[src/rtl/seq_matrix_pkg.sv]
// seq_matrix_pkg: shared geometry, scan states and LED index mapping for the 4x4 matrices
package seq_matrix_pkg;
  localparam int NUM_ROWS = 4;
  localparam int NUM_COLS = 4;
  typedef logic [3:0] led_idx_t;
  typedef enum logic {BLANK, DRIVE} scan_state_t;
  function automatic led_idx_t idx(input logic [1:0] row, input logic [1:0] col);
    return {row, col};
  endfunction
endpackage

[src/rtl/matrix_scan_timer.sv]
// matrix_scan_timer: per-row BLANK/DRIVE sequencer with row and phase counters
//   clk, rst     clock, async active-high reset
//   state, row   current scan phase and row
//   row_start    first DRIVE cycle of a row
//   frame_start  first BLANK cycle of row 0
module matrix_scan_timer import seq_matrix_pkg::*; #(
  parameter int DEAD_CYCLES = 16,
  parameter int ROW_CYCLES  = 1024
) (
  input  logic        clk,
  input  logic        rst,
  output scan_state_t state,
  output logic [1:0]  row,
  output logic        row_start,
  output logic        frame_start
);
  localparam int CW = $clog2(ROW_CYCLES + DEAD_CYCLES);
  localparam logic [CW-1:0] DEAD_LAST = CW'(DEAD_CYCLES - 1);
  localparam logic [CW-1:0] ROW_LAST  = CW'(ROW_CYCLES - 1);
  scan_state_t state_q, state_d;
  logic [1:0] row_q, row_d;
  logic [CW-1:0] cnt_q, cnt_d;
  always_comb begin
    state_d = state_q;
    row_d = row_q;
    cnt_d = cnt_q + 1'b1;
    if (state_q == BLANK && cnt_q == DEAD_LAST) begin
      state_d = DRIVE;
      cnt_d = '0;
    end
    if (state_q == DRIVE && cnt_q == ROW_LAST) begin
      state_d = BLANK;
      cnt_d = '0;
      row_d = row_q + 1'b1;
    end
  end
  always_ff @(posedge clk or posedge rst) begin
    if (rst) begin
      state_q <= BLANK;
      row_q <= '0;
      cnt_q <= '0;
    end else begin
      state_q <= state_d;
      row_q <= row_d;
      cnt_q <= cnt_d;
    end
  end
  assign state = state_q;
  assign row = row_q;
  assign row_start = state_q == DRIVE && cnt_q == '0;
  assign frame_start = state_q == BLANK && row_q == 2'd0 && cnt_q == '0;
endmodule

[src/rtl/led_matrix_driver.sv]
// led_matrix_driver: row-multiplexed 4x4 LED driver with tear-free pattern swap, PWM and cursor
//   pattern_in/valid/ready  16-bit pattern handshake into a one-deep pending slot
//   brightness, cursor_*    global PWM duty and full-brightness playhead LED
//   row_outputs             one-hot-low row select, col_outputs active-high columns
//   frame_start             pulse on the first blank cycle of row 0
module led_matrix_driver import seq_matrix_pkg::*; #(
  parameter int ROW_CYCLES  = 1024,
  parameter int DEAD_CYCLES = 16,
  parameter int PWM_BITS    = 4
) (
  input  logic                clk,
  input  logic                rst,
  input  logic [15:0]         pattern_in,
  input  logic                pattern_valid,
  output logic                pattern_ready,
  input  logic [PWM_BITS-1:0] brightness,
  input  logic                cursor_en,
  input  logic [3:0]          cursor_index,
  output logic [3:0]          row_outputs,
  output logic [3:0]          col_outputs,
  output logic                frame_start
);
  scan_state_t state;
  logic [1:0] row;
  logic row_start, scan_frame_start;
  logic [15:0] act_q, act_d, pend_q, pend_d;
  logic pend_full_q, pend_full_d;
  logic [PWM_BITS-1:0] pwm_q, pwm_d, pwm;
  logic [3:0] row_out_q, row_out_d, col_out_q, col_out_d;
  logic frame_start_q, frame_start_d;
  matrix_scan_timer #(.DEAD_CYCLES(DEAD_CYCLES), .ROW_CYCLES(ROW_CYCLES)) u_timer (
    .clk(clk),
    .rst(rst),
    .state(state),
    .row(row),
    .row_start(row_start),
    .frame_start(scan_frame_start)
  );
  assign pattern_ready = !pend_full_q;
  // columns read act_d so a swap on the frame_start cycle is visible even with one dead cycle
  always_comb begin
    act_d = (frame_start_q && pend_full_q) ? pend_q : act_q;
    pend_d = (pattern_valid && !pend_full_q) ? pattern_in : pend_q;
    pend_full_d = (pattern_valid && !pend_full_q) || (pend_full_q && !frame_start_q);
    pwm = row_start ? '0 : pwm_q;
    pwm_d = pwm + 1'b1;
    col_out_d = '0;
    for (int c = 0; c < NUM_COLS; c++)
      col_out_d[c] = state == DRIVE &&
        ((act_d[idx(row, 2'(c))] && pwm < brightness) || (cursor_en && cursor_index == idx(row, 2'(c))));
    row_out_d = state == DRIVE ? ~(4'b0001 << row) : 4'b1111;
    frame_start_d = scan_frame_start;
  end
  always_ff @(posedge clk or posedge rst) begin
    if (rst) begin
      act_q <= '0;
      pend_q <= '0;
      pend_full_q <= 1'b0;
      pwm_q <= '0;
      row_out_q <= 4'b1111;
      col_out_q <= '0;
      frame_start_q <= 1'b0;
    end else begin
      act_q <= act_d;
      pend_q <= pend_d;
      pend_full_q <= pend_full_d;
      pwm_q <= pwm_d;
      row_out_q <= row_out_d;
      col_out_q <= col_out_d;
      frame_start_q <= frame_start_d;
    end
  end
  assign row_outputs = row_out_q;
  assign col_outputs = col_out_q;
  assign frame_start = frame_start_q;
endmodule

[config.mk]
export PLATFORM = sky130hd
export DESIGN_NAME = led_matrix_driver
export DESIGN_NICKNAME = d
export VERILOG_FILES = /design/src/rtl/seq_matrix_pkg.sv /design/src/rtl/matrix_scan_timer.sv /design/src/rtl/led_matrix_driver.sv
export SDC_FILE = /design/constraint.sdc
export NUM_CORES = 1
export LEC_CHECK = 0
export ABC_AREA = 1
export CORE_MARGIN = 4
export CORE_UTILIZATION = 25
export DETAILED_ROUTE_END_ITERATION = 10
export GPL_ROUTABILITY_DRIVEN = 0
export GPL_TIMING_DRIVEN = 0
export PLACE_DENSITY = 0.49
export RECOVER_POWER = 100
export SETUP_SLACK_MARGIN = 0.3
export SLEW_MARGIN = 20
export SYNTH_ARGS = -nofsm -noshare
export SYNTH_HDL_FRONTEND = slang
export SYNTH_SLANG_ARGS = --single-unit
export TNS_END_PERCENT = 50
[constraint.sdc]
create_clock -name clk -period 2.9 [get_ports clk]
set_clock_uncertainty 0.1 [all_clocks]
set_input_delay 0.58 -clock clk [delete_from_list [all_inputs] [get_ports clk]]
set_output_delay 0.58 -clock clk [all_outputs]
set_load 0.05 [all_outputs]
==> results of run 1 <==
==> layout by cell type (no fill, tap or decap) <==
cell type and count:
a21oi_1 20, and2_0 2, and3b_1 1, buf_12 1
clkbuf_1 11, clkbuf_8 11, clkdlybuf4s50_1 25, clkinv_1 1
clkinv_2 2, clkinvlp_2 1, dfrtp_1 56, dfstp_2 4
dlygate4sd3_1 12, ha_1 9, inv_1 39, inv_2 1
mux2_2 2, nand2_1 54, nand2_2 2, nand2_4 1
nand3_1 14, nand4_1 3, nand4_2 1, nor2_1 32
nor2_2 1, nor3_1 2, nor3_2 2, nor3b_1 1
nor3b_2 1, nor4_1 1, o211ai_1 2, o21ai_0 19
o21ai_1 6, o21bai_1 2, o2bb2ai_1 1, or2_2 2
xnor2_1 1, xor2_1 7
==> sequential cells by signal, indices dropped and copies added, names as in the netlist, 2 cells and up <==
| name | count |
|---|---|
| act_q | 16 |
| col_outputs | 4 |
| pend_q | 16 |
| pwm_q | 4 |
| row_outputs | 4 |
| u_timer.cnt_q | 11 |
| u_timer.row | 2 |
==> area by class of cell <==
| cell class | count | area share |
|---|---|---|
| Clock buffer | 14 | 0.0472 |
| Tap cell | 140 | 0.0508 |
| Buffer | 8 | 0.00871 |
| Inverter | 42 | 0.0461 |
| Timing Repair Buffer | 38 | 0.113 |
| Sequential cell | 60 | 0.437 |
| Multi-Input combinational cell | 189 | 0.294 |
| Clock inverter | 2 | 0.00290 |
==> metrics by stage <==
| stage | area, um2 | setup WS [ns] | power, mW |
|---|---|---|---|
| final | 3450 | 0.493 | 1.78 |
| after global routing | 3450 | 0.282 | 1.88 |
| after CTS | 3500 | 0.516 | 1.82 |
| after detailed placement | 3330 | 0.789 | 1.14 |
| after global placement | 3310 | -0.437 | 1.13 |
| after floorplan | 2760 | 0.742 | 1.06 |
==> how the worst min path moves through the flow <==
| stage | startpoint | endpoint | slack [ns] | cells past startpoint |
|---|---|---|---|---|
| floorplan | act_q[15]$_DFF_PP0_ | act_q[15]$_DFF_PP0_ | 0.34 | 2 |
| global placement | act_q[15]$_DFF_PP0_ | act_q[15]$_DFF_PP0_ | 0.35 | 2 |
| detailed placement | act_q[15]$_DFF_PP0_ | act_q[15]$_DFF_PP0_ | 0.36 | 2 |
| CTS | act_q[15]$_DFF_PP0_ | act_q[15]$_DFF_PP0_ | 0.37 | 2 |
| global route | act_q[15]$_DFF_PP0_ | act_q[15]$_DFF_PP0_ | 0.39 | 2 |
| finish | act_q[15]$_DFF_PP0_ | act_q[15]$_DFF_PP0_ | 0.37 | 2 |
==> routing by layer <==
metal	vias up	track usage	wire [um]
li1	1051	-	-
met1	935	0.119	2710
met2	34	0.158	2820
met3	8	0.0289	284
met4	0	0.0473	59
met5	-	0	0
==> critical path, cell delays in order, from the launching register on <==
cell           delay, ns
dfrtp_1             0.40
inv_1               0.11
dlygate4sd3_1       0.88
==> power breakdown <==
| group | total (mW) | internal [mW] | leakage, nW | switching [mW] |
|---|---|---|---|---|
| combinational | 0.180 | 0.0801 | 0.899 | 0.100 |
| sequential | 0.937 | 0.913 | 0.660 | 0.0232 |
| clock | 0.663 | 0.355 | 0.0905 | 0.308 |
==> logic make-up after synthesis <==
| group | count (synthesis) | synth area share |
|---|---|---|
| xor gates and xnor gates | 8 | 0.0254 |
| DFF | 60 | 0.545 |
| AOI/OAI and AO/OA | 50 | 0.0969 |
| buffers and inverters | 50 | 0.0774 |
| muxes | 2 | 0.00815 |
| adders and majority gates | 9 | 0.0407 |
| and+or+nand+nor | 120 | 0.206 |
==> impl_metrics.toml, run 1 <==
[critical_path]
worstPathArrival_ns = 1.73
crit_start = "pend_full_q$_DFF_PP0_"
reg2reg_to = "u_timer.state$_DFFE_PP0P_"
reg2reg_from = "u_timer.cnt_q[0]$_DFF_PP0_"
start_kind = "flop"
endpoint = "pattern_ready"
cp_max_fo = 4
required_ns = 2.22
critPathKind = "flop to output pin"
reg2regPathDepth = 9
end_kind = "output pin"
regToRegSetupSlack_ns = 0.56

[sta]
max-slew-margin-rel = 0.377
grt_setup_unrepaired = "no"
fmax_mhz = 415
tns_ns = 0
whs_ns = 0.369
slew_violations = 0
hold_viol = 0
setup_viol = 0
tightest_slew_ns = 0.930
timing.final.crit_share = 0.830
period_needed_ns = 2.41

[clocking]
clk_latency_ns = 0.33
numCtsBuffers = 9
cts_sinks = 60
cts_hold_buf = 0
clock-root-buffer = "clkbuf_8"
cts.path.max_buffers = 2
cts_tree = "yes"
clk_pin_slew_ns = 0.07
cts_resized = 0
post_cts_buffers = 0
h-tree-depth = 3

[global_routing]
grt_pass1_wl_um = 9880
grt_pass1_vias = 2122
overflow = 0
antenna_found_initial = 0
grt_use_total = 0.0977
grt_max_degree = 42

[yosys]
synth.avg_cell_area_um2 = 9.24
yosysWarnings = 0
netlist_top_cells_count = "dfrtp_1 (56), nand2_1 (50), inv_1 (39)"
yosysUniqueCellTypes = 36
synth_ff_type = "dfrtp_1"
syn_inst = 299
synth-edff-count = 0
synthTopCellsByArea = "dfrtp_1 (51%), nand2_1 (6.8%), inv_1 (5.3%)"
synth_top_area_frac = 0.507
synth_top_cell_by_area = "dfrtp_1"
ys_seq_area_frac = 0.545
synth_area_mm2 = 0.00276
syn_nets = 336
synth-async-reset-ratio = 1.00
synth_seq_cells = 60
yosysMostFrequentCell = "dfrtp_1"

[detailed_routing]
remaining_drc_errors = 0
viasPerCell = 4.11
wl_per_cell_um = 11.9
dr.pass1.iters = 4
num_vias = 2028
finalWirelength_um = 5870
final_antenna_net_count = 0
drt_iter0_markers = 96

[worst_hold_path]
hold_path.class = "flop to flop"

[placed_design]
port_buffers = 37
dp_hpwl_um = 4330
dp.cells = 477

[finish]
layout-drive-gt1-share = 0.0907
final_util = 0.318
regArea_mm2 = 0.00151
multiInputGateArea_mm2 = 0.00101
fin_cells = 493
diodes = 0
nNetsFinal = 385
fill_cells = 1142
area_delta_synth_final_pct = 24.7

[floorplan]
core-area_mm2 = 0.0108
pin_count = 38
die_height_um = 113
initial_core_util = 0.255
die_area_mm2 = 0.0128
rows = 38
die_w_um = 113

[pwr]
p_per_area_mw_per_mm2 = 516
vdd_drop_max_mv = 0.154
leakagePower_nw = 1.65

[outcome]
outcome = "finished, final reports clean"

[job]
cap_violations = 0
Note: power is estimated with default switching activity, not from simulation.
==> run 2: changes to the inputs <==
==> constraint.sdc (replaced) <==
create_clock -name clk -period 2.24 [get_ports clk]
set_clock_uncertainty 0.1 [all_clocks]
set_input_delay 0.448 -clock clk [delete_from_list [all_inputs] [get_ports clk]]
set_output_delay 0.448 -clock clk [all_outputs]
set_load 0.05 [all_outputs]
==> run 2 against run 1 <==
Against the previous run: sequential power increased by 29%; largest power group unchanged; clock power up 35%; non-clock buffer count grew 30; critical path type is now flop to flop; first-iteration DRC count down 8.3%; final area increased by 11%; largest cell class unchanged; final cell count rose by 6.1%.
==> impl_metrics.toml, run 2 (synthesized netlist as in run 1, its figures left out) <==
[finish]
area_delta_synth_final_pct = 38.3
layout-drive-gt1-share = 0.245
layout_commonest_cell = "dfrtp_1"
mostFrequentLayoutCells = "dfrtp_1 (54), nand2_1 (47), inv_1 (35)"
fin_area_mm2 = 0.00382
top_regs = "act_q: 16 flops, pend_q: 16 flops, u_timer.cnt_q: 11 flops"
final_util = 0.353
nNetsFinal = 415
diodes = 0

[clocking]
h-tree-depth = 3
clk_pin_slew_ns = 0.07
cts.path.max_buffers = 2
clk_latency_ns = 0.33
cts_sinks = 60
numCtsBuffers = 9
cts_tree = "yes"
clock-root-buffer = "clkbuf_8"

[sta]
fmax_mhz = 486
tightest_slew_ns = 1.36
period_needed_ns = 2.06
grt_setup_unrepaired = "yes"
max-slew-margin-rel = 0.0884
tns_ns = 0
hold_viol = 0
whs_ns = 0.367
slew_violations = 0
setup_viol = 0
timing.final.crit_share = 0.918

[placed_design]
placed_area_mm2 = 0.00333
port_buffers = 37
dp_hpwl_um = 4400

[floorplan]
core-area_mm2 = 0.0108
pin_count = 38
die_height_um = 113
die_area_mm2 = 0.0128
initial_core_util = 0.255
die_w_um = 113
rows = 38

[detailed_routing]
finalWirelength_um = 6500
viasPerCell = 4.27
dr.pass1.iters = 4
num_vias = 2233
drt_iter0_markers = 88
remaining_drc_errors = 0
wl_per_cell_um = 12.4
final_antenna_net_count = 0

[pwr]
p_per_area_mw_per_mm2 = 616
leakagePower_nw = 1.84
vdd_drop_max_mv = 0.217

[critical_path]
reg2reg_from = "u_timer.cnt_q[1]$_DFF_PP0_"
crit_start = "u_timer.cnt_q[1]$_DFF_PP0_"
start_kind = "flop"
critPathKind = "flop to flop"
regToRegSetupSlack_ns = 0.18
worstPathArrival_ns = 2.18
cp_max_fo = 4
required_ns = 2.37
reg2regPathDepth = 13
end_kind = "flop"
reg2reg_to = "col_outputs[0]$_DFF_PP0_"
endpoint = "col_outputs[0]$_DFF_PP0_"

[global_routing]
grt_pass1_vias = 2178
grt_pass1_wl_um = 10400
grt_max_degree = 32
grt_use_total = 0.103
antenna_found_initial = 0
overflow = 0

[worst_hold_path]
hold_path.class = "flop to flop"

[outcome]
outcome = "finished, final reports clean"

[job]
cap_violations = 0
-- run 2: cell types whose count changed in the layout (fill, tap and decap cells not counted), moves of 5 or more --
| cell | delta |
|---|---|
| inv_2 | +5 |
| nand3_1 | -5 |
| buf_4 | +25 |
| nand3_2 | +5 |
| buf_6 | +5 |
| dlygate4sd3_1 | -11 |
| nand2_1 | -7 |
-- run 2: layout make-up --
type / instances / area, um2
flip-flops and latches: 60 / 1510
inverters: 42 / 159
plain buffers: 8 / 37.5
clock inverters: 2 / 10.0
fillers: 1122 / 7020
multi-input cells: 189 / 1160
well taps: 140 / 175
clock buffers: 14 / 173
repair buffers: 68 / 598
-- run 2: worst min-delay path by stage --
stage	from	end	cells past startpoint
after floorplan	act_q[15]$_DFF_PP0_	act_q[15]$_DFF_PP0_	2
after global placement	act_q[15]$_DFF_PP0_	act_q[15]$_DFF_PP0_	2
after detailed placement	act_q[15]$_DFF_PP0_	act_q[15]$_DFF_PP0_	2
after CTS	act_q[15]$_DFF_PP0_	act_q[15]$_DFF_PP0_	2
after global routing	act_q[15]$_DFF_PP0_	act_q[15]$_DFF_PP0_	2
final	act_q[15]$_DFF_PP0_	act_q[15]$_DFF_PP0_	2
-- run 2: repair_timing --
item	4_1_cts	5_1_grt
cloned	0	1
hold endpoints to repair	0	0
setup buffers	16	13
endpoints found under the setup margin	14	20
resized for setup	20	38
pin swaps	9	25
hold buffers	0	0
-- run 2: power breakdown --
| group | internal, mW | total, mW | leakage [nW] | switching [mW] |
|---|---|---|---|---|
| Sequential | 1.18 | 1.21 | 0.657 | 0.0297 |
| Clock | 0.489 | 0.898 | 0.0965 | 0.409 |
| Combinational | 0.107 | 0.244 | 1.09 | 0.138 |
| Total | 1.78 | 2.36 | 1.84 | 0.576 |
-- run 2: per-layer routing --
metal / GRT usage / share of wire / vias to the layer above
li1: - / - / 1109
met1: 0.126 / 0.45 / 1081
met2: 0.164 / 0.49 / 32
met3: 0.0369 / 0.038 / 11
met4: 0.0433 / 0.021 / 0
met5: 0 / 0 / -
-- run 2: per-stage QoR --
stage | std cells | setup slack (ns) | power [mW]
after global placement | 476 | 0.153 | 1.47
after floorplan | 299 | 0.349 | 1.37
after CTS | 509 | 0.139 | 2.39
after global routing | 523 | 0.111 | 2.49
after detailed placement | 477 | 0.125 | 1.48
final | 523 | 0.183 | 2.36
-- run 2: worst max-delay path, stage by stage (launching register included) --
cell and delay [ns]:
dfrtp_1 0.39, inv_1 0.10, ha_1 0.16, nand3_1 0.14
nor2_1 0.21, nand2_4 0.10, nand2_2 0.07, inv_2 0.04
ha_4 0.27, inv_2 0.03, o21bai_1 0.14, inv_2 0.09
nand3_2 0.07, a21oi_2 0.05
